<file path="src/rtl/series_control_unit_if.sv">
// Control/status bundle between the series sequencer and its start/stop source and datapath.
// cycle_count (and CNT_W) exist only when CYCLE_COUNT_EN is defined.
interface series_control_unit_if #(
  parameter int TERM_W = 4
`ifdef CYCLE_COUNT_EN
  , parameter int CNT_W = 16
`endif
);
  logic              start;
  logic              stop;
  logic              abort;
  logic [3:0]        state;
  logic [TERM_W-1:0] term_idx;
  logic              busy;
  logic              load_en;
  logic              acc_en;
  logic              mul_en;
  logic              dist_en;
  logic              done;
  logic              timeout;
`ifdef CYCLE_COUNT_EN
  logic [CNT_W-1:0]  cycle_count;

  modport master (
    output start, stop, abort,
    input  state, term_idx, busy, load_en, acc_en, mul_en, dist_en, done, timeout, cycle_count
  );
  modport slave (
    input  start, stop, abort,
    output state, term_idx, busy, load_en, acc_en, mul_en, dist_en, done, timeout, cycle_count
  );
`else
  modport master (
    output start, stop, abort,
    input  state, term_idx, busy, load_en, acc_en, mul_en, dist_en, done, timeout
  );
  modport slave (
    input  start, stop, abort,
    output state, term_idx, busy, load_en, acc_en, mul_en, dist_en, done, timeout
  );
`endif
endinterface

</file>
<file path="src/rtl/series_control_unit.sv">
// Moore sequencer for a Taylor-series datapath: load, accumulate, re-multiply, distance step.
// Optional busy-cycle counter on cycle_count when CYCLE_COUNT_EN is defined.
//
// state  | meaning
// IDLE   | waiting for start to rise
// ALERT  | start seen high, waiting for it to fall
// START  | load datapath, clear term index and timeout
// ACCUM  | accumulate current term, decide stop / last term / next term
// DIST   | final distance/error step
// REMULT | multi-cycle multiply for the next term
// DONE   | one-cycle completion pulse
module series_control_unit #(
  parameter int MAX_TERMS     = 8,
  parameter int TERM_W        = 4,
  parameter int REMULT_CYCLES = 2,
  parameter int RC_W          = 3
`ifdef CYCLE_COUNT_EN
  , parameter int CNT_W       = 16
`endif
) (
  input logic                  clk,
  input logic                  rst_n,
  series_control_unit_if.slave bus
);

  typedef enum logic [3:0] {
    IDLE   = 4'd0,
    ALERT  = 4'd1,
    START  = 4'd2,
    ACCUM  = 4'd3,
    DIST   = 4'd4,
    REMULT = 4'd5,
    DONE   = 4'd6
  } state_t;

  localparam logic [TERM_W-1:0] LAST_TERM = TERM_W'(MAX_TERMS - 1);
  localparam logic [RC_W-1:0]   RC_LAST   = RC_W'(REMULT_CYCLES - 1);

  state_t            state_q, state_d;
  logic [TERM_W-1:0] term_q, term_d;
  logic [RC_W-1:0]   rc_q, rc_d;
  logic              timeout_q, timeout_d;

  always_ff @(posedge clk or negedge rst_n) begin
    if (!rst_n) begin
      state_q   <= IDLE;
      term_q    <= '0;
      rc_q      <= '0;
      timeout_q <= 1'b0;
    end else begin
      state_q   <= state_d;
      term_q    <= term_d;
      rc_q      <= rc_d;
      timeout_q <= timeout_d;
    end
  end

  always_comb begin
    state_d   = IDLE;
    term_d    = term_q;
    rc_d      = rc_q;
    timeout_d = timeout_q;
    case (state_q)
      IDLE:   state_d = bus.start ? ALERT : IDLE;
      ALERT: begin
        if (bus.abort)       state_d = IDLE;
        else if (!bus.start) state_d = START;
        else                 state_d = ALERT;
      end
      START: begin
        if (!bus.abort) begin
          state_d   = ACCUM;
          term_d    = '0;
          timeout_d = 1'b0;
        end
      end
      ACCUM: begin
        // stop outranks the last-term check, so a coincident stop never flags timeout
        if (bus.abort) begin
          state_d = IDLE;
        end else if (bus.stop) begin
          state_d   = DIST;
          timeout_d = 1'b0;
        end else if (term_q == LAST_TERM) begin
          state_d   = DIST;
          timeout_d = 1'b1;
        end else begin
          state_d = REMULT;
          term_d  = term_q + TERM_W'(1);
          rc_d    = '0;
        end
      end
      REMULT: begin
        if (bus.abort) begin
          state_d = IDLE;
        end else if (rc_q == RC_LAST) begin
          state_d = ACCUM;
        end else begin
          state_d = REMULT;
          rc_d    = rc_q + RC_W'(1);
        end
      end
      DIST:    state_d = bus.abort ? IDLE : DONE;
      DONE:    state_d = IDLE;
      default: state_d = IDLE;
    endcase
  end

  assign bus.state    = state_q;
  assign bus.term_idx = term_q;
  assign bus.timeout  = timeout_q;
  assign bus.busy     = (state_q == START) || (state_q == ACCUM) ||
                        (state_q == REMULT) || (state_q == DIST);
  assign bus.load_en  = (state_q == START);
  assign bus.acc_en   = (state_q == ACCUM);
  assign bus.mul_en   = (state_q == REMULT);
  assign bus.dist_en  = (state_q == DIST);
  assign bus.done     = (state_q == DONE);

`ifdef CYCLE_COUNT_EN
  logic [CNT_W-1:0] cnt_q;

  // START seeds 1 so the value at DONE equals the number of busy cycles
  always_ff @(posedge clk or negedge rst_n) begin
    if (!rst_n) begin
      cnt_q <= '0;
    end else if (!bus.abort) begin
      if (state_q == START) begin
        cnt_q <= CNT_W'(1);
      end else if ((state_q == ACCUM || state_q == REMULT || state_q == DIST) &&
                   (cnt_q != '1)) begin
        cnt_q <= cnt_q + CNT_W'(1);
      end
    end
  end

  assign bus.cycle_count = cnt_q;
`endif

endmodule
</file>
<file path="src/flat_wrapper.sv">
// flat-port wrapper written by rule: the top's interface ports become plain ports
module series_control_unit_flat 
#(
  parameter int MAX_TERMS     = 8,
  parameter int TERM_W        = 4,
  parameter int REMULT_CYCLES = 2,
  parameter int RC_W          = 3

)
  (clk, rst_n, bus_start, bus_stop, bus_abort, bus_state, bus_term_idx, bus_busy, bus_load_en, bus_acc_en, bus_mul_en, bus_dist_en, bus_done, bus_timeout);
  series_control_unit_if #(.TERM_W(TERM_W)) bus_i ();
  input logic clk;
  input logic rst_n;
  input wire logic [$bits(bus_i.start)-1:0] bus_start;
  input wire logic [$bits(bus_i.stop)-1:0] bus_stop;
  input wire logic [$bits(bus_i.abort)-1:0] bus_abort;
  output wire logic [$bits(bus_i.state)-1:0] bus_state;
  output wire logic [$bits(bus_i.term_idx)-1:0] bus_term_idx;
  output wire logic [$bits(bus_i.busy)-1:0] bus_busy;
  output wire logic [$bits(bus_i.load_en)-1:0] bus_load_en;
  output wire logic [$bits(bus_i.acc_en)-1:0] bus_acc_en;
  output wire logic [$bits(bus_i.mul_en)-1:0] bus_mul_en;
  output wire logic [$bits(bus_i.dist_en)-1:0] bus_dist_en;
  output wire logic [$bits(bus_i.done)-1:0] bus_done;
  output wire logic [$bits(bus_i.timeout)-1:0] bus_timeout;
  assign bus_i.start = bus_start;
  assign bus_i.stop = bus_stop;
  assign bus_i.abort = bus_abort;
  assign bus_state = bus_i.state;
  assign bus_term_idx = bus_i.term_idx;
  assign bus_busy = bus_i.busy;
  assign bus_load_en = bus_i.load_en;
  assign bus_acc_en = bus_i.acc_en;
  assign bus_mul_en = bus_i.mul_en;
  assign bus_dist_en = bus_i.dist_en;
  assign bus_done = bus_i.done;
  assign bus_timeout = bus_i.timeout;
  series_control_unit #(.MAX_TERMS(MAX_TERMS), .TERM_W(TERM_W), .REMULT_CYCLES(REMULT_CYCLES), .RC_W(RC_W)) u_core (.clk(clk), .rst_n(rst_n), .bus(bus_i));
endmodule
</file>
<file path="config.mk">
export PLATFORM = sky130hd
export DESIGN_NAME = series_control_unit_flat
export DESIGN_NICKNAME = d
export VERILOG_FILES = /design/src/rtl/series_control_unit_if.sv /design/src/rtl/series_control_unit.sv /design/src/flat_wrapper.sv
export SDC_FILE = /design/constraint.sdc
export NUM_CORES = 1
export LEC_CHECK = 0
export CORE_UTILIZATION = 43
export CTS_CLUSTER_DIAMETER = 50
export DETAILED_ROUTE_END_ITERATION = 10
export HOLD_SLACK_MARGIN = 0.02
export PLACE_DENSITY = 0.71
export SETUP_SLACK_MARGIN = 0.1
export SYNTH_ARGS = -nofsm -noshare
export SYNTH_HDL_FRONTEND = slang
export SYNTH_SLANG_ARGS = --single-unit
</file>
<file path="constraint.sdc">
create_clock -name clk -period 1.25 [get_ports clk]
set_input_delay 0.25 -clock clk [delete_from_list [all_inputs] [get_ports clk]]
set_output_delay 0.25 -clock clk [all_outputs]
set_load 0.01 [all_outputs]
</file>
==> metrics.md <==
| Metric | Value |
|---|---|
| Number of nets with antenna violations after routing | 0 |
| Yosys cell types | 37 |
| CP Capture Type | flip-flop |
| Critical Path RT | 1410 ps |
| Failing checks | setup timing |
| Input/output buffers | 18 |
| Critical path's top delay family | buffers and inverters |
| Core area | 0.00175 mm² |
| Clk slew on worst S/H paths | 80 ps |
| Final Hold Fails | 0 |
| Hold Crit Class | in2async |
| Cells after DPL | 148 |
| Seq/Total Area, Yosys | 34.3% |
| Setup slack at placement | -312 ps |
| Seq cells post-synth | 11 |
| Post-detailed-placement half-perimeter wirelength | 1.55 mm |
| Via count | 1004 |
| Num CTS Buffers | 3 |
| Final Non-Filler Cells | 172 |
| Worst Skew | 5.07 ps |
| Die Ht | 45.2 µm |
| Syn Area/Cell | 9.33 µm² |
| Crit Path Max Fanout | 6 |
| Die area | 0.00204 mm² |
| Initial DRC Count | 36 |
| Most used cell, CP | buf_6 |
| Synth-to-layout area growth | 77.8% |
| H-Tree Depth | 1 |
| CTS max path bufs | 2 |
| Syn Nets | 94 |
| Warnings, synthesis | 0 |
| Number of global-route vias before repair | 937 |
| Leak | 0.658 nW |
| Post-route setup slack | -274 ps |
| Crit-path slowest cell | dfrtp_2 |
| Max Slew Vio Count | 0 |
| Routability Congestion | 0.796 |
| First-pass GRT wire length | 4.20 mm |
| Worst-path cell chain | buf_6, buf_6, buf_6, nand4bb_4, buf_6, o211ai_1, o211ai_1 |
| CTS Sinks | 11 |
| Max Cap Viol | 0 |
| Largest net degree at the start of global routing | 14 |
| Largest stage delay, worst path | 440 ps |
| Ys flop type | dfrtp_1 |
| Initial Util | 45.9% |
| Synthesized instance count | 86 |
| Fin crit share | 122% |
| DRT Wirelength | 3.04 mm |
| TritonCTS clock tree | done |
| Layout cells sized above 1 | 57.1% |
| CTS Hold Bufs | 0 |
| Fmax | 656 MHz |
| FFs w/ async S/R, synth | 100% |
| Largest vdd supply drop | 1.18 mV |
| ANT cells | 0 |
| Clock root cell | clkbuf_4 |
| Die Wd | 45.2 µm |
| Startpoint types | flip-flop |
| RSZ-0062 raised after global routing | yes |
| WL/cell | 17.7 µm |
| Tmin final | 1520 ps |
| Status | finished, violations left |
| CP bufs+invs | 4 |
| Router iterations before antenna repair | 5 |
| Drt drc | 0 |
| Initial antenna violation count | 0 |
| Gr usage total | 29.1% |
| Final setup vio count | 19 |
| Setup Crit Path Kind | reg2reg |
| Netlist Area Pre-Place | 802 µm² |
| I/O pin cnt | 20 |
| Via-per-instance ratio | 5.84 |
| Clk_lat worst skew | 280 ps |
| Net count, final | 156 |
| CP arrival | 1680 ps |
| Overflow left after global routing | 0 |
| Core Rows | 15 |
| Post-synth EDFFs | 0 |
| P per Cell Area | 1890 mW/mm² |
-- report_power, final --
part	switching [mW]	leakage, nW	internal [mW]	total [mW]
combinational	0.812	0.509	1.02	1.83
clock	0.146	0.0150	0.124	0.270
sequential	0.124	0.134	0.471	0.595
total	1.08	0.658	1.62	2.70
-- state kept, by name, summed over array words and instances, names as in the netlist --
register             flops
u_core.bus.state         3
u_core.bus.term_idx      4
u_core.bus.timeout       1
u_core.rc_q              3
-- worst reg2reg max path, cell delays in order, from the launching register on --
cell       delay (ps)
dfrtp_2           440
buf_6             130
buf_6             100
buf_6             120
nand4bb_4         210
buf_6             140
o211ai_1          160
o211ai_1          110
-- cells by family after synthesis --
family                   synth area share (%)
AND/OR/NAND/NOR                          30.3
other                                   0.468
flip-flops                               34.3
adder cells (fa/ha/maj)                  4.68
buffers and inverters                    7.80
AO/OA/AOI/OAI                            22.5
-- metrics by stage --
step	utilization, %	total power [mW]	TNS, ps	instance area, µm²	hold slack (ps)
after global routing	81.7	2.83	-4490	1430	269
final	81.7	2.70	-3680	1430	257
after detailed placement	67.6	1.88	-4590	1180	504
after CTS	79.5	2.48	-2980	1390	273
after floorplan	-	1.26	-461	845	-45.6
after global placement	67.6	1.83	-4300	1180	498
-- path summary, 6_finish.rpt --
path                                                start                                  to  slack, ps  cells after the start
setup reg to reg            u_core.bus.state[1]$_DFF_PN0_          u_core.rc_q[1]$_DFFE_PN0P_       -270                      7
setup / recovery            u_core.bus.state[1]$_DFF_PN0_          u_core.rc_q[1]$_DFFE_PN0P_       -270                      7
hold / removal                                      rst_n  u_core.bus.term_idx[3]$_DFFE_PN0P_        260                      2
min in group clk           u_core.bus.timeout$_DFFE_PN0P_      u_core.bus.timeout$_DFFE_PN0P_        530                      2
max in group asynchronous                           rst_n       u_core.bus.state[1]$_DFF_PN0_        810                      2
hold reg to reg            u_core.bus.timeout$_DFFE_PN0P_      u_core.bus.timeout$_DFFE_PN0P_        530                      2
-- synth_stat cells, types with 2 or more instances --
cell type | instances | area (µm²)
a21oi_1 | 6 | 30.0
a31oi_1 | 3 | 18.8
and3b_1 | 2 | 17.5
buf_2 | 2 | 10.0
buf_4 | 2 | 15.0
buf_6 | 2 | 22.5
dfrtp_1 | 11 | 275
ha_1 | 3 | 37.5
inv_1 | 4 | 15.0
nand2_1 | 7 | 26.3
nand2b_1 | 3 | 18.8
nand3_1 | 2 | 10.0
nand3b_1 | 2 | 15.0
nand4bb_1 | 2 | 22.5
nor2_1 | 4 | 15.0
nor3b_2 | 2 | 25.0
o211ai_1 | 5 | 37.5
o21a_1 | 2 | 15.0
o21ai_0 | 3 | 15.0
o311ai_1 | 2 | 17.5
-- cell usage in the layout (no fill, tap or decap), types with 4 or more instances in the layout --
master | Yosys | final
buf_4 | 2 | 33
buf_6 | 2 | 19
dfrtp_1 | 11 | 8
buf_2 | 2 | 6
nand2_1 | 7 | 5
o211ai_1 | 5 | 5
clkdlybuf4s50_1 | 0 | 4
-- per-layer routing --
| layer | vias up | GRT usage [%] | share of wire, % |
|---|---|---|---|
| met5 | - | 0 | 0 |
| met4 | 0 | 14.5 | 4.1 |
| met3 | 17 | 7.20 | 5.2 |
| met2 | 58 | 50.1 | 51 |
| met1 | 489 | 33.1 | 40 |
| li1 | 440 | - | - |
-- layout make-up --
type / count / area, µm²
Timing Repair Buffer: 63 / 537
Inverter: 4 / 15.0
Fill cell: 118 / 319
Tap cell: 25 / 31.3
Sequential cell: 11 / 279
Multi-Input combinational cell: 65 / 538
Clock buffer: 4 / 26.3
-- what timing repair did --
action,CTS,global route
resized for setup,78,11
pin swaps,12,3
setup buffers,18,5
endpoints found under the setup margin,25,24
(Power assumes the default switching activity.)
